## src/rtl/dat_pkg.sv

```systemverilog
// Shared definitions for the SD data path: CRC status tokens and the
// per-block outcome codes consumed by the data-path controller.
package dat_pkg;

    localparam logic [2:0] StatusAccepted = 3'b010;
    localparam logic [2:0] StatusCrcErr   = 3'b101;
    localparam logic [2:0] StatusWriteErr = 3'b110;

    typedef enum logic [2:0] {
        OK,
        CRC,
        WRITE,
        FRAME,
        TIMEOUT
    } outcome_e;

    // Anything other than the two recognised tokens is reported as a write error.
    function automatic outcome_e decode_token(input logic [2:0] bits);
        outcome_e res;
        case (bits)
            StatusAccepted: res = OK;
            StatusCrcErr:   res = CRC;
            default:        res = WRITE;
        endcase
        return res;
    endfunction

    // One-hot order: {ok, crc, write, frame, timeout}.
    function automatic logic [4:0] outcome_onehot(input outcome_e o);
        logic [4:0] res;
        case (o)
            OK:      res = 5'b10000;
            CRC:     res = 5'b01000;
            WRITE:   res = 5'b00100;
            FRAME:   res = 5'b00010;
            default: res = 5'b00001;
        endcase
        return res;
    endfunction

endpackage

```

## src/rtl/dat_tick_counter.sv

```systemverilog
// Saturating, clearable tick counter; hit_next_o flags that the increment
// about to happen lands exactly on cmp_val_i.
module dat_tick_counter #(
    parameter int Width = 24
) (
    input  logic             clk_i,
    input  logic             rst_i,
    input  logic             clr_i,
    input  logic             inc_i,
    input  logic [Width-1:0] cmp_val_i,
    output logic             hit_next_o
);

    logic [Width-1:0] count_reg;
    logic [Width-1:0] count_next;

    assign count_next = (count_reg == '1) ? count_reg : count_reg + 1'b1;
    assign hit_next_o = (count_next == cmp_val_i);

    always_ff @(posedge clk_i or posedge rst_i) begin
        if (rst_i) begin
            count_reg <= '0;
        end else if (clr_i) begin
            count_reg <= '0;
        end else if (inc_i) begin
            count_reg <= count_next;
        end
    end

endmodule

```

## src/rtl/dat_crc_status_rx.sv

```systemverilog
// Receives the card's CRC status token on DAT0 after a written block, then
// tracks the busy phase and reports a single registered outcome per block.
module dat_crc_status_rx
    import dat_pkg::*;
#(
    parameter int NcrcMax          = 8,
    parameter int BusyTimeoutWidth = 24
) (
    input  logic                        clk_i,
    input  logic                        rst_i,
    input  logic                        sd_clk_en_p_i,
    input  logic                        dat0_i,
    input  logic                        start_i,
    input  logic                        abort_i,
    input  logic [BusyTimeoutWidth-1:0] timeout_ticks_i,
    output logic                        busy_o,
    output logic                        done_o,
    output logic                        status_ok_o,
    output logic                        crc_err_o,
    output logic                        write_err_o,
    output logic                        frame_err_o,
    output logic                        timeout_o,
    output logic [2:0]                  status_bits_o
);

    typedef enum logic [2:0] {
        IDLE,
        WAIT_START,
        STATUS,
        END_BIT,
        BUSY,
        DONE
    } state_e;

    localparam logic [BusyTimeoutWidth-1:0] NcrcCmp = BusyTimeoutWidth'(NcrcMax);

    state_e                      state_reg;
    outcome_e                    latched_reg;
    logic [1:0]                  bit_idx_reg;
    logic [2:0]                  status_bits_reg;
    logic                        busy_reg;
    logic                        done_reg;
    logic [4:0]                  outcome_reg;

    logic                        tick;
    logic                        cnt_clr;
    logic                        cnt_inc;
    logic                        cnt_hit;
    logic [BusyTimeoutWidth-1:0] cnt_cmp;

    assign tick = sd_clk_en_p_i;

    // The Ncrc window and the busy phase never overlap, so one counter serves both.
    assign cnt_clr = (state_reg == IDLE && start_i && !abort_i)
                   || (state_reg == END_BIT && tick && dat0_i);
    assign cnt_inc = tick && ((state_reg == WAIT_START && dat0_i)
                           || (state_reg == BUSY && !dat0_i));
    assign cnt_cmp = (state_reg == WAIT_START) ? NcrcCmp : timeout_ticks_i;

    dat_tick_counter #(
        .Width(BusyTimeoutWidth)
    ) u_tick_counter (
        .clk_i      (clk_i),
        .rst_i      (rst_i),
        .clr_i      (cnt_clr),
        .inc_i      (cnt_inc),
        .cmp_val_i  (cnt_cmp),
        .hit_next_o (cnt_hit)
    );

    always_ff @(posedge clk_i or posedge rst_i) begin
        if (rst_i) begin
            state_reg       <= IDLE;
            latched_reg     <= OK;
            bit_idx_reg     <= '0;
            status_bits_reg <= '0;
            busy_reg        <= 1'b0;
            done_reg        <= 1'b0;
            outcome_reg     <= '0;
        end else begin
            done_reg    <= 1'b0;
            outcome_reg <= '0;
            if (abort_i) begin
                state_reg <= IDLE;
                busy_reg  <= 1'b0;
            end else begin
                case (state_reg)
                    IDLE: begin
                        if (start_i) begin
                            state_reg       <= WAIT_START;
                            status_bits_reg <= '0;
                            busy_reg        <= 1'b1;
                        end
                    end
                    WAIT_START: begin
                        if (tick) begin
                            if (!dat0_i) begin
                                state_reg   <= STATUS;
                                bit_idx_reg <= '0;
                            end else if (cnt_hit) begin
                                state_reg   <= DONE;
                                done_reg    <= 1'b1;
                                outcome_reg <= outcome_onehot(FRAME);
                            end
                        end
                    end
                    STATUS: begin
                        if (tick) begin
                            status_bits_reg <= {status_bits_reg[1:0], dat0_i};
                            if (bit_idx_reg == 2'd2) begin
                                state_reg <= END_BIT;
                            end else begin
                                bit_idx_reg <= bit_idx_reg + 2'd1;
                            end
                        end
                    end
                    END_BIT: begin
                        if (tick) begin
                            if (!dat0_i) begin
                                state_reg   <= DONE;
                                done_reg    <= 1'b1;
                                outcome_reg <= outcome_onehot(FRAME);
                            end else begin
                                state_reg   <= BUSY;
                                latched_reg <= decode_token(status_bits_reg);
                            end
                        end
                    end
                    BUSY: begin
                        if (tick) begin
                            if (dat0_i) begin
                                state_reg   <= DONE;
                                done_reg    <= 1'b1;
                                outcome_reg <= outcome_onehot(latched_reg);
                            end else if (timeout_ticks_i != '0 && cnt_hit) begin
                                state_reg   <= DONE;
                                done_reg    <= 1'b1;
                                outcome_reg <= outcome_onehot(TIMEOUT);
                            end
                        end
                    end
                    DONE: begin
                        state_reg <= IDLE;
                        busy_reg  <= 1'b0;
                    end
                    default: begin
                        state_reg <= IDLE;
                        busy_reg  <= 1'b0;
                    end
                endcase
            end
        end
    end

    assign busy_o        = busy_reg;
    assign done_o        = done_reg;
    assign status_ok_o   = outcome_reg[4];
    assign crc_err_o     = outcome_reg[3];
    assign write_err_o   = outcome_reg[2];
    assign frame_err_o   = outcome_reg[1];
    assign timeout_o     = outcome_reg[0];
    assign status_bits_o = status_bits_reg;

endmodule

```

## config.mk

```make
export PLATFORM = sky130hd
export DESIGN_NAME = dat_crc_status_rx
export DESIGN_NICKNAME = d
export VERILOG_FILES = /design/src/rtl/dat_pkg.sv /design/src/rtl/dat_tick_counter.sv /design/src/rtl/dat_crc_status_rx.sv
export SDC_FILE = /design/constraint.sdc
export NUM_CORES = 1
export LEC_CHECK = 0
export BUFFER_PORTS_ARGS = -buffer_cell sky130_fd_sc_hd__buf_2
export CORE_UTILIZATION = 45
export CTS_CLUSTER_SIZE = 20
export DETAILED_ROUTE_END_ITERATION = 7
export PLACE_DENSITY = 0.7
export REMOVE_ABC_BUFFERS = 1
export SLEW_MARGIN = 20
export SYNTH_ARGS = -nofsm -noshare
export SYNTH_HDL_FRONTEND = slang
export SYNTH_SLANG_ARGS = --single-unit
```

## constraint.sdc

```tcl
create_clock -name clk_i -period 6 [get_ports clk_i]
set_input_delay 0.9 -clock clk_i [delete_from_list [all_inputs] [get_ports clk_i]]
set_output_delay 0.9 -clock clk_i [all_outputs]
set_load 0.03 [all_outputs]
```

# --- Word-level counts from Yosys, hierarchy flattened ---
# Index checks and enable logic that the tools add are counted.
word_totals:
  regBits: 42
  in_bits: 30
  output_inout_bits: 10
  word_cells: 111
op_classes:
  add_sub_neg: 2
  eq_ne: 26
  n_mux: 50
  bitwise: 1
  n_reduce_logical: 24
ops:
  columns: ["operator", "count"]
  rows:
  - ["24-bit two-way mux", 4]
  - ["3-bit two-way mux", 13]
  - ["24-bit by 1-bit adder with 24-bit output (second input constant)", 1]
  - ["24-bit == test", 1]
  - ["24-bit == test (second input constant)", 1]
  - ["24-bit nonzero test", 1]
  - ["5-bit one-hot mux with 4 select lines", 1]
  - ["2-bit two-way mux", 9]
  - ["3-bit != test (second input constant)", 6]
  - ["3-bit by 2-bit == test with 1-bit output (second input constant)", 5]
  - ["5-bit two-way mux", 3]
  - ["3-bit one-hot mux with 5 select lines", 1]
  - ["5-bit one-hot mux with 3 select lines", 1]
  - ["1-bit two-way mux", 13]
  - ["2-bit != test (second input constant)", 5]
  - ["1-bit logical AND", 8]
  - ["2-bit one-hot mux with 2 select lines", 2]
  - ["4-bit AND reduction", 2]
  - ["8-bit AND reduction", 1]
  - ["3-bit by 1-bit == test with 1-bit output (second input constant)", 2]
  - ["3-bit == test (second input constant)", 2]
  - ["3-bit zero test", 2]
  - ["3-bit one-hot mux with 2 select lines", 1]
  - ["6-bit AND reduction", 1]
  - ["other kinds (13)", 17]

# --- Longest topological paths before layout ---
# Gate-level depths: netlist of run 1.
depth:
  word_depth: 9
  mapped_depth: 13
  mapped_depth_nobuf: 11

# --- Modules after synthesis ---
# A second synthesis of run 1 with hierarchy kept.
hier_totals:
  hier_cells: 394
  hier_area_um2: 3275.6
by_module_without_submodules:
  columns: ["module", "instances", "cells_per_inst", "area_each_um2"]
  rows:
  - ["dat_tick_counter", 1, 261, 2139.6]
  - ["dat_crc_status_rx", 1, 133, 1136.1]

# --- Worst setup path before layout of run 1 ---
# OpenSTA, ideal clock, no wires.
synth_timing:
  kind: "register to register"
  from: "register u_tick_counter.count_reg[0]"
  to: "register state_reg[0]"
  arrival_time_ns: 3.181
  slack_ns: 2.737
  path_stages_with_launch: 13
  n_path_buf: 1
  synth_period_minus_slack_ns: 3.263
  cell_sequence: "dfrtp_1 > ha_1 > nand2_1 > or4_4 > buf_6 > o2111a_1 > or3_1 > a211oi_2 > nand4_1 > nor4_4 > o21ai_2 > a2111o_1 > a31oi_1"
synth_between:
  elab_chain_len: 6
synth_rtl:
  columns: ["element", "line_no", "text"]
  rows:
  - ["start, declared", "dat_tick_counter.sv:14", "logic [Width-1:0] count_reg;"]
  - ["start signal, assigned", "dat_tick_counter.sv:26", "count_reg <= count_next;"]
  - ["24-bit by 1-bit adder with 24-bit output / 24-bit == test (equally long branches)", "dat_tick_counter.sv:17", "assign count_next = (count_reg == '1) ? count_reg : count_reg + 1'b1;"]
  - ["24-bit two-way mux (*)", "dat_tick_counter.sv:17", null]
  - ["24-bit == test (*)", "dat_tick_counter.sv:18", "assign hit_next_o = (count_next == cmp_val_i);"]
  - ["1-bit logical AND", "dat_crc_status_rx.sv:135", "end else if (timeout_ticks_i != '0 && cnt_hit) begin"]
  - ["4-bit by 3-bit != test with 1-bit output (no line)", null, null]
  - ["8-bit AND reduction (no line) (*)", null, null]
  - ["end signal, assigned", "dat_crc_status_rx.sv:132", "state_reg <= DONE;"]
  - ["end signal, assigned", "dat_crc_status_rx.sv:136", "state_reg <= DONE;"]
  - ["end signal, assigned", "dat_crc_status_rx.sv:143", "state_reg <= IDLE;"]
  - ["end, declared", "dat_crc_status_rx.sv:37", "state_e state_reg;"]
# Every way passes the cells marked *; elsewhere a longest branch is shown, timed or not.
# A chain may end at the register's enable or synchronous reset.

# --- Worst setup path in the final report of run 1 ---
# Same ends and word-level chain as after synthesis.

==> flow_summary.yaml, run 1 <==
detailed_routing:
  wl_per_cell_um: 18.6
  ant_nets: 0
  avgViaCountPerCell: 6.58
  drt_pass1_iterations: 6
  wirelength_um: 11200
  vias: 3946
  drc: 0
  drt_iter0_markers: 483
power:
  p_leak_nw: 1.56
  power_frac_seq: 0.349
  internal-power_mw: 0.577
  p_comb_frac: 0.425
  power_density_nw_per_um2: 250
  worst_ir_drop_vdd_mv: 0.218
  p_sw_frac: 0.423
  power_switching_mw: 0.423
  p_clk_frac: 0.226
timing:
  slew_violations: 0
  period_share: 0.725
  final.min_clock_period_ps: 4350
  hold_violations: 0
  rsz0062_at_grt: "no"
  setup_viol: 0
  worst_pin_slew_ps: 1000
  skew_ps: 14.7
  layout_setup_ws_ps: 1650
  max_freq_mhz: 230
  fin_setup_tns_ps: 0
  slew_headroom: 0.329
global_routing:
  grt_pass1_wl_um: 18200
  track_usage: 0.269
  met3_usage: 0.0411
  grt_max_degree: 42
  grtUsageMet1: 0.358
  grt_pass1_vias: 3728
  antenna_found_initial: 0
  overflow: 0
  grt-busiest-layer: "met2"
  gr-usage-met2: 0.442
logic_synthesis:
  syn_inst: 482
  synth_cell_types: 66
  synth_top_family_by_area: "simple AND/OR/NAND/NOR gates"
  synth_compound_area_frac: 0.260
  synthesis.area_um2: 3670
  synth_edf_count: 0
  synthMuxAreaShare: 0.0174
  synth_simple_gate_area_frac: 0.334
  async_flop_share: 1.00
  synthFlopType: "dfrtp_1"
  avgSynthCellArea_um2: 7.62
  synth-adder-area-share: 0.00681
  yosysWarningCount: 0
  seq_area_frac_synth: 0.279
  synth_xor_xnor_area_share: 0.0524
  yosys_register_bits: 41
placed_design:
  gp_congestion: 1.00
  pre_cts_ws_ps: 1790
  dp_hpwl_um: 7960
  port_buffers: 39
die:
  fp.dieH_um: 92.4
  core_um2: 7810
  die_x_um: 92.4
  ios: 40
  die_area_um2: 8530
  rows: 32
  initial_core_util: 0.471
critical_path:
  worstPathArrival_ps: 4570
  crit_slowest_cell: "or4_4"
  rr_endpoint: "state_reg[0]"
  cp-startpoint: "u_tick_counter.count_reg[0]"
  cp_max_fo: 13
  endpoint_kind: "flop"
  required_ps: 6220
  r2r_start: "u_tick_counter.count_reg[0]"
  crit_chain: "ha_1 -> nand2_1 -> or4_4 -> nor2_1 -> buf_4 -> o2111ai_1 -> a32oi_1 -> nand4_1 -> nor4_4 -> o21ai_2 -> a2111o_1 -> a31oi_1"
  startpoint_type: "flop"
  reg2reg_slack_ps: 1650
  setup.worst_path.class: "flop to flop"
  max_stage_delay_ps: 680
  reg2regPathDepth: 12
cells_and_area:
  syn2layout_area_growth_pct: 8.65
  final_common_cell: "o21ai_0"
  final_cell_mix: "o21ai_0, nand2_1, nor2_1, dfrtp_1, buf_2"
  nFillCells: 768
  fin_nets: 530
  antenna_cells: 0
  largest_reg_flops: 24
  drive_gt1_frac: 0.145
clock_tree:
  path_clk_slew_ps: 90
  tritoncts: "built"
  clock_latency_ps: 310
  post-cts-setup-buffers: 0
  clkSinkCount: 41
  cts_inserted_buffers: 5
  cts_buffer_depth: 2
  cts-resized-gates: 0
  clock-root-buffer: "clkbuf_8"
  cts_hold_buf: 0
  htreeDepth: 2
hold_path:
  min_from: "latched_reg[1]"
  min_path_cells: 1
  hp-class: "flop to flop"
  hold_end: "outcome_reg[3]"
run:
  cap_violations: 0
outcome:
  status: "finished clean"
==> per-layer routing <==
layer,share of wire,vias to the layer above
met5,0,-
met2,0.47,222
li1,-,1850
met1,0.42,1845
met4,0.022,0
met3,0.092,29
==> critical path, delay by kind of cell, from the launching register on <==
family / cells / cell delay, ps
and+or+nand+nor: 5 / 1780
buffers and inverters: 1 / 250
adders and majority gates: 1 / 480
DFF: 1 / 590
AOI/OAI and AO/OA: 5 / 1150
==> through the flow <==
step | cells | total power [mW] | area, um^2 | hold WS [ps] | util
2_1_floorplan | 448 | 0.633 | 3530 | 439 | -
3_3_place_gp | 593 | 0.752 | 3890 | 465 | 0.498
3_5_place_dp | 593 | 0.766 | 3890 | 474 | 0.498
4_1_cts | 600 | 0.992 | 3990 | 492 | 0.511
5_1_grt | 600 | 1.06 | 3990 | 514 | 0.511
6_report | 600 | 1.00 | 3990 | 496 | 0.511
==> worst max-delay path by stage <==
stage	endpoint	slack, ps	depth (start not counted)
after floorplan	state_reg[0]	2240	10
after global placement	state_reg[0]	1950	12
after detailed placement	state_reg[0]	1790	12
after CTS	state_reg[0]	1750	12
after global routing	state_reg[0]	1360	12
final	state_reg[0]	1650	12
==> synth_stat cells (3+ instances only) <==
library cell,number,area (um^2)
o211ai_1,4,30.0
o21ai_0,54,270
or3b_2,3,26.3
a32o_1,4,40.0
xor2_1,6,52.6
nand2_1,50,188
or3_1,7,43.8
a22o_1,5,43.8
nor3b_1,6,45.0
and2_1,7,43.8
a21boi_0,3,22.5
nor3_1,11,55.1
nor2_1,44,165
nand4b_1,3,26.3
clkbuf_1,26,97.6
a2111oi_0,3,26.3
mux2i_1,3,30.0
nand3_1,17,85.1
nand2b_1,7,43.8
buf_2,6,30.0
nand3b_1,4,30.0
and4_1,4,35.0
and3_1,6,37.5
dfrtp_1,41,1030
nor4_1,17,106
xnor2_1,16,140
o2111ai_1,7,61.3
nand4_1,15,93.8
mux2_2,3,33.8
or2_2,3,18.8
nor2b_1,5,31.3
nor4b_1,4,35.0
a21oi_1,21,105
inv_1,11,41.3
o31ai_1,9,67.6
==> cell families after synthesis <==
logic type,Yosys count
adders and majority gates,2
xor gates and xnor gates,22
DFF,41
and+or+nand+nor,222
buffers and inverters,45
AOI/OAI and AO/OA,144
muxes,6
==> layout make-up <==
cell class / count / area [um^2] / share of cell area
clock inverter: 2 / 35.0 / 0.00877
tap: 102 / 128 / 0.0320
timing repair buffer: 43 / 225 / 0.0564
inverter: 11 / 41.3 / 0.0103
multi-input combinational: 396 / 2470 / 0.618
clock buffer: 5 / 68.8 / 0.0172
sequential: 41 / 1030 / 0.257
==> power groups by stage <==
stage               Combinational, mW  Clock, mW  Sequential (mW)
floorplan                       0.284          0            0.349
detailed placement              0.414          0            0.353
CTS                             0.416      0.229            0.347
finish                          0.425      0.226            0.349
global placement                0.402          0            0.350
global route                    0.465      0.240            0.355
Power figures use the tool's default switching activity.
==> inputs of run 2 (changes only) <==
ABC_AREA = 1   (was default)
clock period = 4.2 ns   (was 6 ns; I/O delays follow)
==> run 2 against run 1 <==
Effect of this change: global-route usage shrank 1.3 points; register-to-register slack lost 690 ps; critical path depth grew 4; combinational power grew 77%; highest routed layer unchanged; worst hold slack lost 47 ps; final cell count grew 19%; critical endpoint is now state_reg[2].
==> flow_summary.yaml, run 2 <==
global_routing:
  grt_max_degree: 42
  grt_pass1_wl_um: 16600
  overflow: 0
  track_usage: 0.256
  antenna_found_initial: 0
  grt_pass1_vias: 3455
critical_path:
  crit_chain: "ha_1 -> nand2_1 -> nor2_4 -> nand2_2 -> nor2_4 -> nand2_2 -> nand2_2 -> nand3_1 -> a21oi_1 -> nand3_1 -> nor2_1 -> nand3_1 -> nand2_1 -> nand2_2 -> nand2_1 -> nand2_1"
  max_stage_delay_ps: 490
  cpLargestDelayFamily: "simple AND/OR/NAND/NOR gates"
  r2r_start: "u_tick_counter.count_reg[0]"
  setup.worst_path.class: "flop to flop"
  endpoint_kind: "flop"
  worstPathBufferInverterCount: 0
  crit_slowest_cell: "nand2_2"
  cp_max_fo: 41
  startpoint_type: "flop"
  cp-startpoint: "u_tick_counter.count_reg[0]"
  required_ps: 4400
  worstPathArrival_ps: 3440
placed_design:
  gp_congestion: 0.938
  port_buffers: 39
  place_area_um2: 3730
  dp_hpwl_um: 7670
logic_synthesis:
  synth_most_common_cell: "nand2_1"
  yosysWarningCount: 0
  synthesis.area_um2: 3480
  avgSynthCellArea_um2: 6.00
  syn_inst: 580
  synth_cell_types: 32
  yosys_register_bits: 41
  seq_area_frac_synth: 0.295
  async_flop_share: 1.00
  synthFlopType: "dfrtp_1"
  synth_edf_count: 0
  ys_top_cells_by_area: "dfrtp_1, nand2_1, inv_1"
  synth_top_cell_by_area: "dfrtp_1"
  synth.top_cells.by_count: "nand2_1, inv_1, nor2_1"
  yosysTopAreaCellShare: 0.295
die:
  rows: 31
  fp.dieH_um: 89.9
  initial_core_util: 0.472
  core_um2: 7370
  die_area_um2: 8090
  die_x_um: 89.9
  ios: 40
power:
  p_leak_nw: 1.95
  internal-power_mw: 0.858
  p_sw_frac: 0.457
  p_comb_frac: 0.475
  worst_ir_drop_vdd_mv: 0.260
  p_clk_frac: 0.214
  power_switching_mw: 0.723
  power_density_nw_per_um2: 411
  power_frac_seq: 0.311
cells_and_area:
  final_util: 0.522
  largest_reg_flops: 24
  antenna_cells: 0
  syn2layout_area_growth_pct: 10.5
  drive_gt1_frac: 0.117
  nFillCells: 773
  fin_nets: 645
  final_common_cell: "nand2_1"
  final_cell_mix: "nand2_1, inv_1, nor2_1, nand3_1, dfrtp_1"
  design_area_um2: 3840
run:
  cap_violations: 0
timing:
  slew_headroom: 0.338
  slew_violations: 0
  worst_pin_slew_ps: 990
  final.min_clock_period_ps: 3240
  period_share: 0.773
  fin_setup_tns_ps: 0
  setup_viol: 0
  skew_ps: 5.24
  max_freq_mhz: 308
  rsz0062_at_grt: "no"
  hold_violations: 0
clock_tree:
  htreeDepth: 2
  path_clk_slew_ps: 90
  cts_hold_buf: 0
  clkSinkCount: 41
  tritoncts: "built"
  cts_buffer_depth: 2
  cts-resized-gates: 0
  clock-root-buffer: "clkbuf_8"
  clock_latency_ps: 300
  cts_inserted_buffers: 5
  post-cts-setup-buffers: 0
detailed_routing:
  vias: 3798
  ant_nets: 0
  wirelength_um: 10100
  drc: 0
  wl_per_cell_um: 14.2
  drt_iter0_markers: 283
  drt_pass1_iterations: 6
  avgViaCountPerCell: 5.33
hold_path:
  hp-class: "primary input to async pin"
outcome:
  status: "finished clean"
[run 2: routing by layer]
metal,vias to the layer above,global-route usage,share of wire
met1,1754,0.362,0.47
met5,-,0,0
met3,9,0.0288,0.062
li1,1904,-,-
met4,0,0.0605,0.013
met2,131,0.421,0.46
[run 2: layout make-up]
type                    count  area, um^2  area share
clock buffers               5        68.8      0.0179
clock inverters             3        46.3      0.0120
inverters                 100         375      0.0977
multi-input cells         423        1990       0.517
flip-flops and latches     41        1030       0.267
well taps                  99         124      0.0322
repair buffers             42         218      0.0566
[run 2: worst paths after layout]
path                                           endpoint  slack [ps]  cells past startpoint
min in group clk_i                               busy_o         470                      2
max                                        state_reg[2]         960                     16
max in group asynchronous   u_tick_counter.count_reg[1]        3370                      3
min                        u_tick_counter.count_reg[21]         450                      3
min reg2reg                                      busy_o         470                      2
max reg2reg                                state_reg[2]         960                     16
[run 2: kinds of logic (layout without fill, tap and decap cells)]
kind of cell | after synthesis | count (layout) | share of synthesized area
and+or+nand+nor | 368 | 368 | 0.464
buffers and inverters | 116 | 150 | 0.134
adders and majority gates | 2 | 2 | 0.00719
AOI/OAI and AO/OA | 48 | 48 | 0.0867
DFF | 41 | 41 | 0.295
xor gates and xnor gates | 5 | 5 | 0.0126
[run 2: through the flow]
stage	total power, mW	hold slack (ps)	cells	setup slack, ps
final	1.58	448	713	955
after global routing	1.70	505	713	577
after CTS	1.57	477	713	970
after detailed placement	1.24	458	705	977
after global placement	1.22	452	705	1130
after floorplan	1.03	432	564	1100
[run 2: power by group through the flow]
stage / combinational [mW] / sequential, mW / clock (mW)
3_3_place_gp: 0.729 / 0.494 / 0
3_5_place_dp: 0.739 / 0.497 / 0
5_1_grt: 0.840 / 0.502 / 0.355
4_1_cts: 0.742 / 0.490 / 0.339
6_report: 0.751 / 0.491 / 0.339
2_1_floorplan: 0.527 / 0.504 / 0
[run 2: worst reg2reg max path, delay by kind of cell, from the launching register on]
kind | cells | cell delay [ps]
and+or+nand+nor | 14 | 2120
DFF | 1 | 450
adders and majority gates | 1 | 350
AOI/OAI and AO/OA | 1 | 220
